## src/rtl/ext_unit.sv

```systemverilog
// Extends immediates (SEXT/ZEXT/LUI) and load data (LB/LBU/LH/LHU/WORD), flagging misaligned loads.
// Latency: one cycle from accept to out_* when the output register is free; one result per cycle sustained.
// Backpressure: 2-entry skid buffer; in_ready is registered (!skid.valid), so out_ready has no combinational path to in_ready.
module ext_unit #(
    parameter int  DATA_W = 32,
    parameter int  IMM_W  = 16,
    localparam int OFF_W  = $clog2(DATA_W / 8)
) (
    input  logic              clk,
    input  logic              reset_n,
    input  logic              in_valid,
    output logic              in_ready,
    input  logic [2:0]        op,
    input  logic [DATA_W-1:0] data,
    input  logic [OFF_W-1:0]  addr_off,
    input  logic              flush,
    output logic              out_valid,
    input  logic              out_ready,
    output logic [DATA_W-1:0] out_data,
    output logic              out_err
);

    typedef enum logic [2:0] {
        OP_SEXT = 3'd0,
        OP_ZEXT = 3'd1,
        OP_LUI  = 3'd2,
        OP_LB   = 3'd3,
        OP_LBU  = 3'd4,
        OP_LH   = 3'd5,
        OP_LHU  = 3'd6,
        OP_WORD = 3'd7
    } ext_op_e;

    logic [IMM_W-1:0]  imm;
    logic [DATA_W-1:0] sext_v;
    logic [DATA_W-1:0] zext_v;
    logic [DATA_W-1:0] lui_v;
    logic [DATA_W-1:0] shifted;
    logic [DATA_W-1:0] ext_dat;
    logic              ext_err;

    // Output register (O) and skid register (S) state.
    logic              o_vld_q, o_vld_d;
    logic [DATA_W-1:0] o_dat_q, o_dat_d;
    logic              o_err_q, o_err_d;
    logic              s_vld_q, s_vld_d;
    logic [DATA_W-1:0] s_dat_q, s_dat_d;
    logic              s_err_q, s_err_d;

    logic accept;
    logic drain;

    // Extension datapath: the only combinational logic between inputs and the registers.
    always_comb begin
        imm     = data[IMM_W-1:0];
        sext_v  = {{(DATA_W-IMM_W){imm[IMM_W-1]}}, imm};
        zext_v  = {{(DATA_W-IMM_W){1'b0}}, imm};
        // Shifting the sign-extended immediate places it at [2*IMM_W-1:IMM_W]
        // and leaves sign fill above it for widths wider than 2*IMM_W.
        lui_v   = sext_v << IMM_W;
        // Bring the addressed byte/halfword down to bit 0.
        shifted = data >> {addr_off, 3'b000};
        ext_dat = '0;
        ext_err = 1'b0;
        case (op)
            OP_SEXT: ext_dat = sext_v;
            OP_ZEXT: ext_dat = zext_v;
            OP_LUI:  ext_dat = lui_v;
            OP_LB:   ext_dat = {{(DATA_W-8){shifted[7]}}, shifted[7:0]};
            OP_LBU:  ext_dat = {{(DATA_W-8){1'b0}}, shifted[7:0]};
            OP_LH: begin
                if (addr_off[0]) ext_err = 1'b1;
                else             ext_dat = {{(DATA_W-16){shifted[15]}}, shifted[15:0]};
            end
            OP_LHU: begin
                if (addr_off[0]) ext_err = 1'b1;
                else             ext_dat = {{(DATA_W-16){1'b0}}, shifted[15:0]};
            end
            OP_WORD: begin
                if (addr_off != '0) ext_err = 1'b1;
                else                ext_dat = data;
            end
            default: ext_dat = '0;
        endcase
    end

    assign in_ready  = !s_vld_q;
    assign out_valid = o_vld_q;
    assign out_data  = o_dat_q;
    assign out_err   = o_err_q;

    assign accept = in_valid && !s_vld_q;
    assign drain  = o_vld_q && out_ready;

    // Skid-buffer next state: flush wins, then drain (S->O or direct reload), then fill.
    always_comb begin
        o_vld_d = o_vld_q;
        o_dat_d = o_dat_q;
        o_err_d = o_err_q;
        s_vld_d = s_vld_q;
        s_dat_d = s_dat_q;
        s_err_d = s_err_q;
        if (flush) begin
            o_vld_d = 1'b0;
            s_vld_d = 1'b0;
        end else if (drain) begin
            if (s_vld_q) begin
                // No accept is possible here: in_ready is low while S is full.
                o_vld_d = 1'b1;
                o_dat_d = s_dat_q;
                o_err_d = s_err_q;
                s_vld_d = 1'b0;
            end else if (accept) begin
                o_vld_d = 1'b1;
                o_dat_d = ext_dat;
                o_err_d = ext_err;
            end else begin
                o_vld_d = 1'b0;
            end
        end else if (accept) begin
            if (!o_vld_q) begin
                o_vld_d = 1'b1;
                o_dat_d = ext_dat;
                o_err_d = ext_err;
            end else begin
                s_vld_d = 1'b1;
                s_dat_d = ext_dat;
                s_err_d = ext_err;
            end
        end
    end

    // State registers; reset empties both entries and zeroes the visible outputs.
    always_ff @(posedge clk or negedge reset_n) begin
        if (!reset_n) begin
            o_vld_q <= 1'b0;
            o_dat_q <= '0;
            o_err_q <= 1'b0;
            s_vld_q <= 1'b0;
            s_dat_q <= '0;
            s_err_q <= 1'b0;
        end else begin
            o_vld_q <= o_vld_d;
            o_dat_q <= o_dat_d;
            o_err_q <= o_err_d;
            s_vld_q <= s_vld_d;
            s_dat_q <= s_dat_d;
            s_err_q <= s_err_d;
        end
    end

endmodule
```

## config.mk

```make
export PLATFORM = sky130hd
export DESIGN_NAME = ext_unit
export DESIGN_NICKNAME = d
export VERILOG_FILES = /design/src/rtl/ext_unit.sv
export SDC_FILE = /design/constraint.sdc
export NUM_CORES = 1
export LEC_CHECK = 0
export CORE_MARGIN = 2
export CORE_UTILIZATION = 55
export DETAILED_ROUTE_END_ITERATION = 8
export DONT_BUFFER_PORTS = 1
export PLACE_DENSITY = 0.69
export REMOVE_ABC_BUFFERS = 1
export SLEW_MARGIN = 30
export SYNTH_ARGS = -nofsm -noshare
export SYNTH_HDL_FRONTEND = slang
export SYNTH_SLANG_ARGS = --single-unit
```

## constraint.sdc

```tcl
create_clock -name clk -period 4.1 [get_ports clk]
set_clock_uncertainty 0.2 [all_clocks]
set_input_delay 0.615 -clock clk [delete_from_list [all_inputs] [get_ports clk]]
set_output_delay 0.615 -clock clk [all_outputs]
set_load 0.01 [all_outputs]
```

==> results of run 1 <==
[registers in the layout, summed over array words and instances, names as in the netlist]
signal,count
s_vld_q,1
out_valid,1
out_data,32
s_err_q,1
out_err,1
s_dat_q,32
[worst min-delay path by stage]
stage                        endpoint  startpoint  cells after the start
after floorplan           out_data[0]     reset_n                      0
after global placement    s_dat_q[26]     reset_n                      0
after detailed placement  s_dat_q[26]     reset_n                      0
after CTS                   out_valid       flush                      1
after global routing          s_vld_q       flush                      1
final                       out_valid       flush                      1
[through the flow]
| stage | std cells | instance area, sq um | worst slack (ns) | TNS (ns) | hold WS, ns |
|---|---|---|---|---|---|
| 2_1_floorplan | 340 | 3460 | -0.408 | -6.78 | 0.119 |
| 3_3_place_gp | 423 | 3610 | 1.39 | 0 | 0.121 |
| 3_5_place_dp | 423 | 3610 | 1.36 | 0 | 0.121 |
| 4_1_cts | 441 | 3870 | 1.39 | 0 | 0.117 |
| 5_1_grt | 441 | 3870 | 1.13 | 0 | 0.114 |
| 6_report | 441 | 3870 | 1.40 | 0 | 0.128 |
[final cells by class]
class	instances	area, sq um
fill	517	2480
clock buffer	11	141
tap	77	96.3
multi-input combinational	265	1740
timing repair buffer	8	82.6
inverter	7	26.3
clock inverter	5	75.1
sequential	68	1700
[what timing repair did]
action | CTS | global route
setup buffers | 0 | 0
hold buffers | 2 | 0
gates resized for setup | 0 | 0
endpoints found under the hold margin | 68 | 0
[worst register-to-register path: stages (launching register included)]
cell and delay, ns:
dfrtp_1 0.50, nor2b_1 0.34, nor3b_2 0.65, nor2b_1 0.69, a21oi_1 0.16
[power by group through the flow]
stage,combinational (uW),sequential (uW),clock [uW]
detailed placement,299,987,0
CTS,320,975,615
global route,369,996,640
finish,321,976,606
floorplan,241,960,0
global placement,291,982,0
[layer usage]
metal	vias up	routed length, microns	global-route usage [%]
li1	1368	-	-
met1	1472	4090	38.8
met2	151	4660	43.0
met3	20	868	7.20
met4	0	224	12.4
met5	-	0	0
[cell usage in the layout (no fill, tap or decap), types with 9 or more instances in the layout]
master | netlist | routed
nor3_1 | 24 | 24
dfrtp_1 | 68 | 68
a221oi_1 | 9 | 9
a21oi_1 | 33 | 33
a221oi_2 | 9 | 9
a211oi_1 | 26 | 26
a22oi_1 | 20 | 20
nand2_1 | 11 | 11
o21ai_0 | 20 | 20
nor2_1 | 60 | 60
clkbuf_8 | 0 | 10
[kinds of logic (layout without fill, tap and decap cells)]
| group | Yosys count | after routing | synth area share [%] |
|---|---|---|---|
| compound gates | 138 | 138 | 28.2 |
| simple gates | 117 | 117 | 16.2 |
| flops | 68 | 68 | 47.0 |
| buf+inv | 38 | 31 | 5.25 |
| mux | 9 | 9 | 3.07 |
| xor+xnor | 1 | 1 | 0.242 |
==> metrics.cfg, run 1 <==
[drt]
drc = 0
vias = 3011
wl_per_cell_microns = 22.3
dr.pass1.iters = 5
postRouteAntennaNets = 0
drt_iter0_markers = 237
wl_microns = 9840
viasPerCell = 6.83

[timing]
setup_violations = 0
slew-limit-headroom_pct = 34.1
post-route-min-period_ns = 2.70
min_period_over_period_pct = 65.8
tightest_slew_ns = 0.986
fmax_ghz = 0.371
rsz0062_at_grt = false
finalMaxSlewViolations = 0
hold_viol = 0

[synthesis]
ys_types = 41
async_flop_share_pct = 100
synth.avg_cell_area_sq_um = 9.77
ys_top_cells_by_count = dfrtp_1, nor2_1, a21oi_1
synth.top_cell.area_share_pct = 47.0
ys_ff_latch = 68
synth-edff-count = 0
yosysSeqAreaShare_pct = 47.0
yosysMostFrequentCell = dfrtp_1
ys.flop_type = dfrtp_1
syn_inst = 371
yosysWarningCount = 0
synth.top_cells.by_area = dfrtp_1, nor2_1, a211oi_1, a21oi_1, a22oi_1
synth_area_sq_mm = 0.00362
yosysTopAreaCell = dfrtp_1

[clock_tree]
cts-root-buf = clkbuf_8
clockBufferDepth = 2
insertion_delay_ns = 0.34
clock_sinks = 68
htree_levels = 3
cts_tree = done
cts_made_buffers = 9
clkTransAtPathRegs_ns = 0.07

[global_routing]
grt_pass1_vias = 2897
track_usage_pct = 28.4
grt_max_degree = 69
antenna_found_initial = 0
grt_pass1_wl_microns = 15800
grt_overflow = 0

[setup_path]
worstSetupStartpoint = out_valid
max_stage_delay_ns = 0.69
start_kind = flip-flop
crit_buf_inv = 0
crit_end = s_dat_q[18]
worstPathArrival_ns = 2.69
critPathMostFrequentCell = nor2b_1
required_ns = 4.09
timing.rr.start = out_valid
timing.rr.end = s_dat_q[18]
crit_family = simple AND/OR/NAND/NOR gates
path_max_fanout = 11
critPathKind = flip-flop to flip-flop
end_kind = flip-flop
cp.depth = 4
r2r_cells = 4
cp_slowest_cell = nor2b_1
path_cells = nor2b_1, nor3b_2, nor2b_1, a21oi_1
reg2reg_slack_ns = 1.40

[power_and_ir_drop]
leakagePower_uw = 0.00148
share_seq_of_total_power_pct = 51.3
swShare_pct = 29.8
p_clk_share_pct = 31.9
p_int_uw = 1340
p_per_area_mw_per_mm2 = 492
p_comb_share_pct = 16.9
total_power_uw = 1900
switching_power_uw = 567
ir_worst_vdd_mv = 0.281

[finish]
num_antenna_cells = 0
area_growth_pct = 6.73
fin_util_pct = 60.9
final_nets = 401
drive_above_1_share_pct = 14.0

[placement]
hpwl_microns = 6420
gp_congestion = 0.824
numPortBuffers = 0

[min_path]
hold_path_class = input pin to flip-flop

[die]
design.die.area_sq_mm = 0.00725
floorplan.initialDensity_pct = 57.1
rows = 29
coreArea_sq_mm = 0.00635
die_w_microns = 85.2
pin_count = 77
die_h_microns = 85.2

[run]
maxCapViolCount = 0

[outcome]
status = complete, no violations

(Power assumes the default switching activity.)
==> inputs of run 2 (changes only) <==
--- a/config.mk
+++ b/config.mk
@@ -9,7 +9,7 @@
 export CORE_UTILIZATION = 55
 export DETAILED_ROUTE_END_ITERATION = 8
 export DONT_BUFFER_PORTS = 1
-export PLACE_DENSITY = 0.69
+export PLACE_DENSITY = 0.72
 export REMOVE_ABC_BUFFERS = 1
 export SLEW_MARGIN = 30
 export SYNTH_ARGS = -nofsm -noshare
==> constraint.sdc (replaced) <==
create_clock -name clk -period 2.3 [get_ports clk]
set_clock_uncertainty 0.2 [all_clocks]
set_input_delay 0.345 -clock clk [delete_from_list [all_inputs] [get_ports clk]]
set_output_delay 0.345 -clock clk [all_outputs]
set_load 0.01 [all_outputs]
==> metrics.cfg, run 2 (synthesis gave the netlist of run 1 again) <==
[power_and_ir_drop]
ir_worst_vdd_mv = 0.482  ; +72%
p_comb_share_pct = 16.7  ; -0.2 points
swShare_pct = 29.5  ; -0.25 points
p_int_uw = 2520  ; +88%
share_seq_of_total_power_pct = 48.7  ; -2.6 points
switching_power_uw = 1050  ; +86%
p_clk_share_pct = 34.7  ; +2.8 points
p_per_area_mw_per_mm2 = 877  ; +78%
leakagePower_uw = 0.00159  ; +7.5%

[die]
rows = 29  ; unchanged
die_w_microns = 85.2  ; unchanged
coreArea_sq_mm = 0.00635  ; unchanged
pin_count = 77  ; unchanged
floorplan.initialDensity_pct = 57.1  ; unchanged
design.die.area_sq_mm = 0.00725  ; unchanged
die_h_microns = 85.2  ; unchanged

[setup_path]
critPathKind = flip-flop to flip-flop
start_kind = flip-flop
timing.rr.end = out_data[19]
end_kind = flip-flop
worstPathArrival_ns = 2.13  ; -0.56 ns
timing.rr.start = s_vld_q
reg2reg_slack_ns = 0.18  ; -1.22 ns
required_ns = 2.31  ; -1.78 ns
r2r_cells = 4  ; unchanged
path_max_fanout = 10  ; -1

[drt]
wl_microns = 10000  ; +1.8%
postRouteAntennaNets = 0  ; unchanged
vias = 3105  ; +3.1%
wl_per_cell_microns = 21.7  ; -2.6%
drt_iter0_markers = 283  ; +19%
drc = 0  ; unchanged
dr.pass1.iters = 5  ; unchanged
viasPerCell = 6.74  ; -1.4%

[finish]
drive_above_1_share_pct = 17.4  ; +3.4 points
final_cell_mix = dfrtp_1, nor2_1, a21oi_1
final_nets = 421  ; +5.0%
num_antenna_cells = 0  ; unchanged
area_growth_pct = 12.5
final_cell_area_sq_mm = 0.00408  ; +5.4%
fillers = 504  ; -2.5%
layout_commonest_cell = dfrtp_1

[timing]
rsz0062_at_grt = false
tightest_slew_ns = 0.705  ; -0.281 ns
min_period_over_period_pct = 92.2  ; +26 points
post-route-min-period_ns = 2.12  ; -0.576 ns
finalMaxSlewViolations = 0  ; unchanged
slew-limit-headroom_pct = 52.7  ; +19 points
fmax_ghz = 0.471  ; +27%
hold_viol = 1  ; +1
hold_ws_ns = -0.000241  ; -0.128 ns
setup_violations = 0  ; unchanged

[clock_tree]
cts_tree = done
cts-root-buf = clkbuf_8
clock_sinks = 68  ; unchanged
htree_levels = 3  ; unchanged
clkTransAtPathRegs_ns = 0.07  ; about the same
cts_made_buffers = 9  ; unchanged
cts_setup_buffers = 0  ; unchanged
clockBufferDepth = 2  ; unchanged
insertion_delay_ns = 0.36  ; +0.02 ns

[placement]
gp_congestion = 0.900  ; +9.2%
hpwl_microns = 6870  ; +7.1%
numPortBuffers = 0  ; unchanged
dpl_cell_area_sq_mm = 0.00374  ; +3.5%

[global_routing]
gr-usage-met2_pct = 43.5  ; +0.50 points
grt_max_degree = 69  ; unchanged
grt_pass1_vias = 3030  ; +4.6%
antenna_found_initial = 0  ; unchanged
use_met1_pct = 40.0  ; +1.2 points
grt_overflow = 0  ; unchanged
track_usage_pct = 29.4  ; +1.0 points
grt_pass1_wl_microns = 16500  ; +4.6%
busiest_layer = met2
met3_usage_pct = 9.82  ; +2.6 points

[min_path]
min_from = in_valid
min_delay_path_depth = 2  ; +1
hold_path_class = input pin to flip-flop
hold_path_end = s_vld_q

[outcome]
violations = hold timing
status = complete, but fails checks

[run]
maxCapViolCount = 0  ; unchanged

-- run 2: changes by cell type in the layout (fill, tap and decap cells not counted) --
cell / change
buf_12: +1
bufinv_16: +1
clkbuf_1: -1
dlygate4sd3_1: +5
clkinv_2: -2
buf_4: +14
clkinvlp_4: +1
clkinv_4: +1
-- run 2: routing by layer --
metal | share of wire (%) | routed length [microns] | up-vias
met1 | 41 | 4080 | 1555
li1 | - | - | 1410
met4 | 2.3 | 228 | 0
met2 | 48 | 4820 | 119
met3 | 8.8 | 881 | 21
met5 | 0 | 0 | -
-- run 2: cell type report --
type,count,area [sq um],area share (%)
inverters,7,26.3,0.645
repair buffers,28,258,6.32
well taps,77,96.3,2.36
clock buffers,10,138,3.38
multi-input cells,265,1740,42.8
clock inverters,6,111,2.73
flip-flops and latches,68,1700,41.8
-- run 2: worst max-delay path, stage by stage (launching register included) --
cell	delay [ns]
dfrtp_1	0.43
nand2_1	0.14
a211o_1	0.41
nor3_2	0.61
a211oi_1	0.17
-- run 2: worst max-delay path by stage --
stage	from	endpoint	cells past startpoint
floorplan	out_valid	s_dat_q[24]	4
global placement	addr_off[1]	out_data[31]	4
detailed placement	addr_off[1]	out_data[30]	4
CTS	s_vld_q	out_data[19]	4
global route	s_vld_q	out_data[19]	4
finish	s_vld_q	out_data[19]	4
-- run 2: timing repair --
action | CTS | global route
hold endpoints to repair | 73 | 0
gates resized for setup | 0 | 0
hold buffers | 7 | 0
-- run 2: metrics by stage --
| stage | TNS [ns] | utilization (%) | power [uW] | cells | setup WS (ns) |
|---|---|---|---|---|---|
| after floorplan | -62.46 | - | 2140 | 340 | -2.10 |
| after global placement | 0 | 58.9 | 2280 | 438 | 0.188 |
| after detailed placement | 0 | 58.9 | 2320 | 438 | 0.165 |
| after CTS | 0 | 64.2 | 3580 | 461 | 0.190 |
| after global routing | 0 | 64.2 | 3760 | 461 | 0.0159 |
| final | 0 | 64.2 | 3570 | 461 | 0.179 |
-- run 2: power by group through the flow --
stage                     Sequential (uW)  Combinational (uW)  Clock (uW)
after floorplan                      1710                 430           0
after global placement               1750                 532           0
after detailed placement             1760                 555           0
after CTS                            1740                 598        1250
after global routing                 1780                 681        1300
final                                1740                 595        1240
